--- src/rtl/mau_pkg.sv ---
// ============================================================================
// Module : mau_pkg
// Brief  : Shared types and constants for the memory access unit and data RAM.
// Rev    : 1.0  initial release
// ============================================================================
`default_nettype none

package mau_pkg;

    localparam logic [15:0] RAM_BOUND_L  = 16'h0200;
    localparam logic [15:0] RAM_BOUND_U  = 16'h0400;
    localparam int          RAM_WAIT_MAX = 4;

    typedef enum logic [2:0] {
        S_IDLE    = 3'd0,
        S_RD      = 3'd1,
        S_WR      = 3'd2,
        S_WR_WAIT = 3'd3,
        S_RESP    = 3'd4
    } state_t;

    localparam logic [1:0] ERR_NONE    = 2'd0;
    localparam logic [1:0] ERR_RANGE   = 2'd1;
    localparam logic [1:0] ERR_ALIGN   = 2'd2;
    localparam logic [1:0] ERR_TIMEOUT = 2'd3;

    function automatic logic [15:0] byte_lane(input logic [15:0] i_d);
        return {8'h00, i_d[7:0]};
    endfunction

endpackage

`default_nettype wire

--- src/rtl/mau_decode.sv ---
// ============================================================================
// Module : mau_decode
// Brief  : Address range check, word alignment and RAM offset calculation.
//          MAU_ALIGN_TRAP_EN: odd word addresses are flagged instead of cleared.
// Rev    : 1.0  initial release
// ============================================================================
`default_nettype none

module mau_decode
    import mau_pkg::*;
#(
    parameter logic [15:0] BOUND_L = RAM_BOUND_L,
    parameter logic [15:0] BOUND_U = RAM_BOUND_U
) (
    input  logic [15:0] i_addr,
    input  logic        i_bw,
    output logic [15:0] o_offset,
    output logic [1:0]  o_cause
);

    logic [15:0] w_addr_al;
    logic        w_in_range;
    logic        w_misaligned;

    assign w_addr_al  = i_bw ? i_addr : {i_addr[15:1], 1'b0};
    assign w_in_range = (w_addr_al >= BOUND_L) && (w_addr_al < BOUND_U);

`ifdef MAU_ALIGN_TRAP_EN
    assign w_misaligned = ~i_bw & i_addr[0];
`else
    assign w_misaligned = 1'b0;
`endif

    always_comb begin
        o_cause = ERR_NONE;
        if (!w_in_range) begin
            o_cause = ERR_RANGE;
        end else if (w_misaligned) begin
            o_cause = ERR_ALIGN;
        end
    end

    // Only meaningful when in range; the top ignores it otherwise.
    assign o_offset = w_addr_al - BOUND_L;

endmodule

`default_nettype wire

--- src/rtl/mem_access_unit.sv ---
// ============================================================================
// Module : mem_access_unit
// Brief  : Single-outstanding load/store sequencer in front of the data RAM.
//          Optional macro MAU_ALIGN_TRAP_EN (handled in mau_decode).
// Rev    : 1.0  initial release
// ============================================================================
`default_nettype none

module mem_access_unit
    import mau_pkg::*;
#(
    parameter logic [15:0] BOUND_L  = RAM_BOUND_L,
    parameter logic [15:0] BOUND_U  = RAM_BOUND_U,
    parameter int          WAIT_MAX = RAM_WAIT_MAX
) (
    input  logic        clk,
    input  logic        rst,
    input  logic        req_valid,
    output logic        req_ready,
    input  logic [15:0] req_addr,
    input  logic [15:0] req_wdata,
    input  logic        req_we,
    input  logic        req_bw,
    output logic        resp_valid,
    output logic [15:0] resp_rdata,
    output logic        resp_err,
    output logic [15:0] ram_addr,
    output logic [15:0] ram_Din,
    output logic        ram_RW,
    output logic        ram_BW,
    input  logic        ram_write_done,
    input  logic [15:0] ram_out
);

    localparam int               CNT_W       = $clog2(WAIT_MAX + 1);
    localparam logic [CNT_W-1:0] c_wait_last = CNT_W'(WAIT_MAX - 1);

    state_t            r_state;
    state_t            w_state_nxt;
    logic [CNT_W-1:0]  r_wait_cnt;
    logic [15:0]       r_ram_addr;
    logic [15:0]       r_ram_din;
    logic              r_ram_bw;
    logic [15:0]       r_resp_rdata;
    logic              r_resp_err;

    logic [15:0]       w_offset;
    logic [1:0]        w_cause;
    logic              w_dec_err;
    logic              w_wait_expired;

    mau_decode #(
        .BOUND_L (BOUND_L),
        .BOUND_U (BOUND_U)
    ) u_decode (
        .i_addr   (req_addr),
        .i_bw     (req_bw),
        .o_offset (w_offset),
        .o_cause  (w_cause)
    );

    assign w_dec_err      = (w_cause != ERR_NONE);
    assign w_wait_expired = (r_wait_cnt == c_wait_last);

    always_ff @(posedge clk) begin
        if (rst) begin
            r_state <= S_IDLE;
        end else begin
            r_state <= w_state_nxt;
        end
    end

    always_comb begin
        w_state_nxt = r_state;
        ram_RW      = 1'b0;
        case (r_state)
            S_IDLE: begin
                if (req_valid) begin
                    if (w_dec_err) begin
                        w_state_nxt = S_RESP;
                    end else if (req_we) begin
                        w_state_nxt = S_WR;
                    end else begin
                        w_state_nxt = S_RD;
                    end
                end
            end
            S_RD:      w_state_nxt = S_RESP;
            S_WR: begin
                ram_RW      = 1'b1;
                w_state_nxt = S_WR_WAIT;
            end
            S_WR_WAIT: begin
                if (ram_write_done || w_wait_expired) begin
                    w_state_nxt = S_RESP;
                end
            end
            S_RESP:    w_state_nxt = S_IDLE;
            default:   w_state_nxt = S_IDLE;
        endcase
    end

    // Response fields are written on entry to RESP and then hold until the next one.
    always_ff @(posedge clk) begin
        if (rst) begin
            r_wait_cnt   <= '0;
            r_ram_addr   <= '0;
            r_ram_din    <= '0;
            r_ram_bw     <= 1'b0;
            r_resp_rdata <= '0;
            r_resp_err   <= 1'b0;
        end else begin
            case (r_state)
                S_IDLE: begin
                    if (req_valid) begin
                        if (w_dec_err) begin
                            r_resp_rdata <= '0;
                            r_resp_err   <= 1'b1;
                        end else begin
                            r_ram_addr <= w_offset;
                            r_ram_bw   <= req_bw;
                            r_ram_din  <= req_bw ? byte_lane(req_wdata) : req_wdata;
                        end
                    end
                end
                S_RD: begin
                    r_resp_rdata <= r_ram_bw ? byte_lane(ram_out) : ram_out;
                    r_resp_err   <= 1'b0;
                end
                S_WR: begin
                    r_wait_cnt <= '0;
                end
                S_WR_WAIT: begin
                    r_wait_cnt <= r_wait_cnt + 1'b1;
                    if (ram_write_done) begin
                        r_resp_rdata <= '0;
                        r_resp_err   <= 1'b0;
                    end else if (w_wait_expired) begin
                        r_resp_rdata <= '0;
                        r_resp_err   <= 1'b1;
                    end
                end
                default: begin
                end
            endcase
        end
    end

    assign req_ready  = (r_state == S_IDLE);
    assign resp_valid = (r_state == S_RESP);
    assign resp_rdata = r_resp_rdata;
    assign resp_err   = r_resp_err;
    assign ram_addr   = r_ram_addr;
    assign ram_Din    = r_ram_din;
    assign ram_BW     = r_ram_bw;

endmodule

`default_nettype wire

--- config.mk ---
export PLATFORM = sky130hd
export DESIGN_NAME = mem_access_unit
export DESIGN_NICKNAME = d
export VERILOG_FILES = /design/src/rtl/mau_pkg.sv /design/src/rtl/mau_decode.sv /design/src/rtl/mem_access_unit.sv
export SDC_FILE = /design/constraint.sdc
export NUM_CORES = 1
export LEC_CHECK = 0
export CAP_MARGIN = 20
export CORE_MARGIN = 2
export CORE_UTILIZATION = 30
export DETAILED_ROUTE_END_ITERATION = 16
export HOLD_SLACK_MARGIN = 0.15
export PLACE_DENSITY = 0.62
export SYNTH_ARGS = -nofsm -noshare
export SYNTH_HDL_FRONTEND = slang
export SYNTH_SLANG_ARGS = --single-unit
--- constraint.sdc ---
create_clock -name clk -period 3.77 [get_ports clk]
set_input_delay 0.754 -clock clk [delete_from_list [all_inputs] [get_ports clk]]
set_output_delay 0.754 -clock clk [all_outputs]
set_load 0.05 [all_outputs]
After elaboration in Yosys (flattened, before gate mapping)
Index checks and enable logic that the tools add are counted.

cells by class
  add/sub/neg operators = 2
  $lt $le $gt $ge = 2
  equal/unequal tests = 9
  multiplexer cells = 21
  bitwise operators = 1
  reductions and logical operators = 9

operators by type and width
  kind                                                                             number
  16-bit 2-to-1 mux                                                                6
  16-bit one-hot mux with 3 select lines                                           1
  16-bit by 10-bit >= comparator with 1-bit output (second input constant)         1
  16-bit by 11-bit less-than comparator with 1-bit output (second input constant)  1
  16-bit by 10-bit subtractor with 16-bit output (second input constant)           1
  3-bit one-hot mux with 4 select lines                                            1
  3-bit by 2-bit == test with 1-bit output (second input constant)                 3
  3-bit 2-to-1 mux                                                                 3
  1-bit 2-to-1 mux                                                                 7
  3-bit one-hot mux with 2 select lines                                            1
  2-bit != test (second input constant)                                            2
  4-bit AND reduction                                                              1
  2-bit nonzero test                                                               2
  3-bit by 1-bit adder with 3-bit output (second input constant)                   1
  3-bit by 1-bit == test with 1-bit output (second input constant)                 1
  3-bit == test (second input constant)                                            1
  3-bit logical NOT                                                                1
  3-bit != test (second input constant)                                            1
  1-bit one-hot mux with 3 select lines                                            1
  3-bit AND reduction                                                              1
  3-bit nonzero test                                                               1
  2-bit 2-to-1 mux                                                                 1
  2-bit by 1-bit != test with 1-bit output (second input constant)                 1
  2-bit AND reduction                                                              1
  3 further kinds                                                                  3

word-level totals
  register bits after elaboration = 56
  output and inout bits = 53
  logic and storage cells = 51

Longest topological paths before layout
  depth in word-level cells = 8
  gate-level depth with buffers = 8
  mapped depth without buffers = 6

Hierarchy
From an unflattened synthesis, not the netlist that was laid out.

second synthesis, totals
  cells, all modules = 269
  area total of the unflattened synthesis = 2436.1 sq um

modules (own cells, without submodules)
  module           times used  cells each  area each (sq um)
  mem_access_unit  1           236         2198.4
  mau_decode       1           33          237.7

Worst setup path after synthesis
Ideal clock, no wire load.

  kind = input -> register
  start = in req_addr[10]
  end = reg r_ram_din[6], in the netlist ram_Din[6]
  arrival = 2.322 ns
  slack = 1.316 ns
  stages on the path = 6
  path buffers = 2
  cells stage by stage = or4_4 -> or4_4 -> buf_6 -> clkbuf_1 -> o31ai_1 -> a21oi_1

between the ends
  cells in the longest elaborated chain, start to end = 6

ends and longest elaborated chain
  item                                                                                                                                line                    source
  start, declared                                                                                                                     mem_access_unit.sv:20   input logic [15:0] req_addr,
  16-bit by 10-bit >= comparator with 1-bit output / 16-bit by 11-bit less-than comparator with 1-bit output (equally long branches)  mau_decode.sv:26        assign w_in_range = (w_addr_al >= BOUND_L) && (w_addr_al < BOUND_U);
  1-bit logical AND *                                                                                                                 mau_decode.sv:26
  1-bit 2-to-1 mux *                                                                                                                  mau_decode.sv:36        if (!w_in_range) begin
  2-bit nonzero test *                                                                                                                mem_access_unit.sv:62   assign w_dec_err = (w_cause != ERR_NONE);
  1-bit inverter (no line) *                                                                                                          n/a
  3-bit AND reduction (no line) *                                                                                                     n/a
  end signal, assigned                                                                                                                mem_access_unit.sv:122  r_ram_din <= req_bw ? byte_lane(req_wdata) : req_wdata;
  end, declared                                                                                                                       mem_access_unit.sv:42   logic [15:0] r_ram_din;

Mark *: on every way between the ends. The rest lies on a longest branch, timed or not.
A chain may end at the register's enable or synchronous reset.

Worst setup path in the final report
  start = reg r_state[0]
  end = out req_ready

between the ends
  cells in the longest elaborated chain, start to end = 1

ends and longest elaborated chain
  item                    line                    source
  start, declared         mem_access_unit.sv:38   state_t r_state;
  start signal, assigned  mem_access_unit.sv:69   r_state <= w_state_nxt;
  3-bit logical NOT       mem_access_unit.sv:149  assign req_ready = (r_state == S_IDLE);
  end, declared           mem_access_unit.sv:19   output logic req_ready,

No other way between the ends.

==> results.tsv <==
metric	value	unit
crit_chain	or3_4, inv_1, clkdlybuf4s50_1	
vias	2533	
power	0.001166	W
root_buffer	clkbuf_8	
multi_input_area	0.001242	mm²
reg2reg_setup_slack	1.58	ns
dieHeight	95.20	µm
cap_violations	0	
routed_wl	7.359	mm
cts_resized	0	
power_leakage	1.210	nW
post_cts_buffers	0	
relSlewSlack	36.03	%
place_ws	0.7160	ns
clk_path_buf_depth	2	
io_pins	107	
critPathSlowestCell	clkdlybuf4s50_1	
portBuffers	106	
syn_to_final_growth	51.30	%
synth_edf_count	0	
crit_buf_inv	2	
cp_max_fo	13	
synth_flop_cell	dfxtp_1	
numClockSinks	56	
fin_hold_ws	0.4693	ns
clk_latency	0.31	ns
fin_skew	0.007471	ns
die_x	95.20	µm
grt_pass1_wl	11.57	mm
first_global_vias	2389	
clk_pin_slew_worst_paths	0.10	ns
rsz0062_at_grt	no	
grt_overflow	0	
antenna_left	0	
synth_seq_cells	56	
drc	0	
hold_viol_final	0	
gp_congestion	0.7805	
tns	0	ns
initial_core_util	30.67	%
wl_per_cell	15.08	µm
tritoncts	yes	
fin_nets	440	
rows	33	
h-tree-depth	2	
synthArstFlopShare	0	%
drt-vias-per-instance	5.191	
ir_drop	0.0001370	V
crit_path_max_incr_delay	0.82	ns
dieArea	0.009062	mm²
dp_hpwl	5.060	mm
layout_min_cycle_time	2.796	ns
setup_slack	0.9739	ns
ys_types	35	
ys_warn_count	0	
ys_seq_area_share	44.93	%
grt_use_total	16.07	%
dr.pass1.iters	4	
seq_area	0.001121	mm²
p_per_area	308.8	mW/mm²
syn_area	0.002495	mm²
drtIter0Drc	84	
grt_max_degree	55	
timing_worst_setup_path_type	reg -> out	
required	3.02	ns
critPathCaptureType	primary output	
dp.cells	480	
fmax	357.6	MHz
tightest_slew	0.9596	ns
min_path_type	reg -> reg	
critical_path.top_delay_family	buffers and inverters	
outcome	finished, final reports clean	
syn-num-nets	346	
final_layout_size_suffix_gt1_share	6.527	%
cts_buffers	5	
fin_crit_sh	74.17	%
avgSynthCellArea	8.663	µm²
drv_slew	0	
synthCells	288	
stdcell_count	488	
crit_path_start_kind	flip-flop	
worst_ep_arrival_time	2.04	ns
diodes	0	
core	0.008134	mm²
finalSetupViolations	0	
hold_buffers	0	
antenna_found_initial	0	
nFillCells	768	
[worst paths after layout]
check | start | to | cells after the start
max reg2reg | r_state[0] | ram_addr[0] | 4
min | ram_addr[15] | ram_addr[15] | 1
max | r_state[0] | req_ready | 3
min reg2reg | ram_addr[15] | ram_addr[15] | 1
[worst register-to-register path, delay by kind of cell (launching register included)]
kind	cells	cell delay [ns]
simple gates	3	1.54
flops	1	0.44
compound gates	1	0.14
[layout by cell type (no fill, tap or decap), types with 3 or more instances in the layout]
master	n
a21oi_1	31
ha_1	4
clkdlybuf4s50_1	105
nor3_1	4
nor3b_1	3
o21a_1	4
nor2_1	7
a31oi_1	5
nand2b_1	18
clkbuf_8	7
dfxtp_1	56
o21ai_0	17
nand4_1	25
o31ai_1	27
nor2b_1	10
buf_4	10
a211oi_1	4
nand2_1	19
inv_1	5
[synth_stat cells, drive strengths merged, types with 5 or more instances]
cell type	instances	area, µm²
clkbuf	22	82.58
dfxtp	56	1121
nand4	25	156.4
buf	7	42.53
nand2b	18	112.6
nor2b	10	62.56
o21ai	17	85.08
nor2	7	26.28
nand2	19	71.32
a21oi	31	155.2
o31ai	27	202.7
a31oi	5	31.28
inv	5	18.77
[cells by family (layout without fill, tap and decap cells)]
family / Yosys count / count (layout) / share of synthesized area [%]
adder cells (fa/ha/maj): 4 / 4 / 2.006
XOR/XNOR: 2 / 2 / 0.7022
AND/OR/NAND/NOR: 97 / 97 / 22.92
flip-flops: 56 / 56 / 44.93
AO/OA/AOI/OAI: 94 / 94 / 23.52
buffers and inverters: 35 / 130 / 5.917
[report_power, final]
| group | leakage (nW) | internal, W | switching, W |
|---|---|---|---|
| sequential | 0.451 | 0.000593 | 0.00000243 |
| clock | 0.0645 | 0.000235 | 0.000194 |
| combinational | 0.694 | 0.0000715 | 0.0000699 |
[layer usage]
| layer | routed length [µm] | GRT usage (%) | vias to the layer above |
|---|---|---|---|
| met5 | 0 | 0 | - |
| met4 | 74 | 4.710 | 0 |
| met3 | 706 | 4.269 | 7 |
| met2 | 3199 | 24.82 | 123 |
| met1 | 3379 | 21.99 | 1159 |
| li1 | - | - | 1244 |
[flip-flops by register name (all words and copies together), names as in the netlist]
name,flops
ram_Din,16
ram_addr,16
resp_rdata,16
r_state,3
r_wait_cnt,3
ram_BW,1
resp_err,1
[cell type report]
cell class / count / share of cell area [%]
clock inverters: 1 / 0.7955
repair buffers: 116 / 29.96
inverters: 6 / 0.5966
well taps: 105 / 3.480
flip-flops and latches: 56 / 29.70
multi-input cells: 197 / 32.91
clock buffers: 7 / 2.552
[stage by stage]
stage,utilization [%],instance area (µm²)
after floorplan,-,2495
after global placement,44.85,3649
after detailed placement,44.85,3649
after CTS,46.41,3775
after global routing,46.41,3775
final,46.41,3775
(Power assumes the default switching activity.)
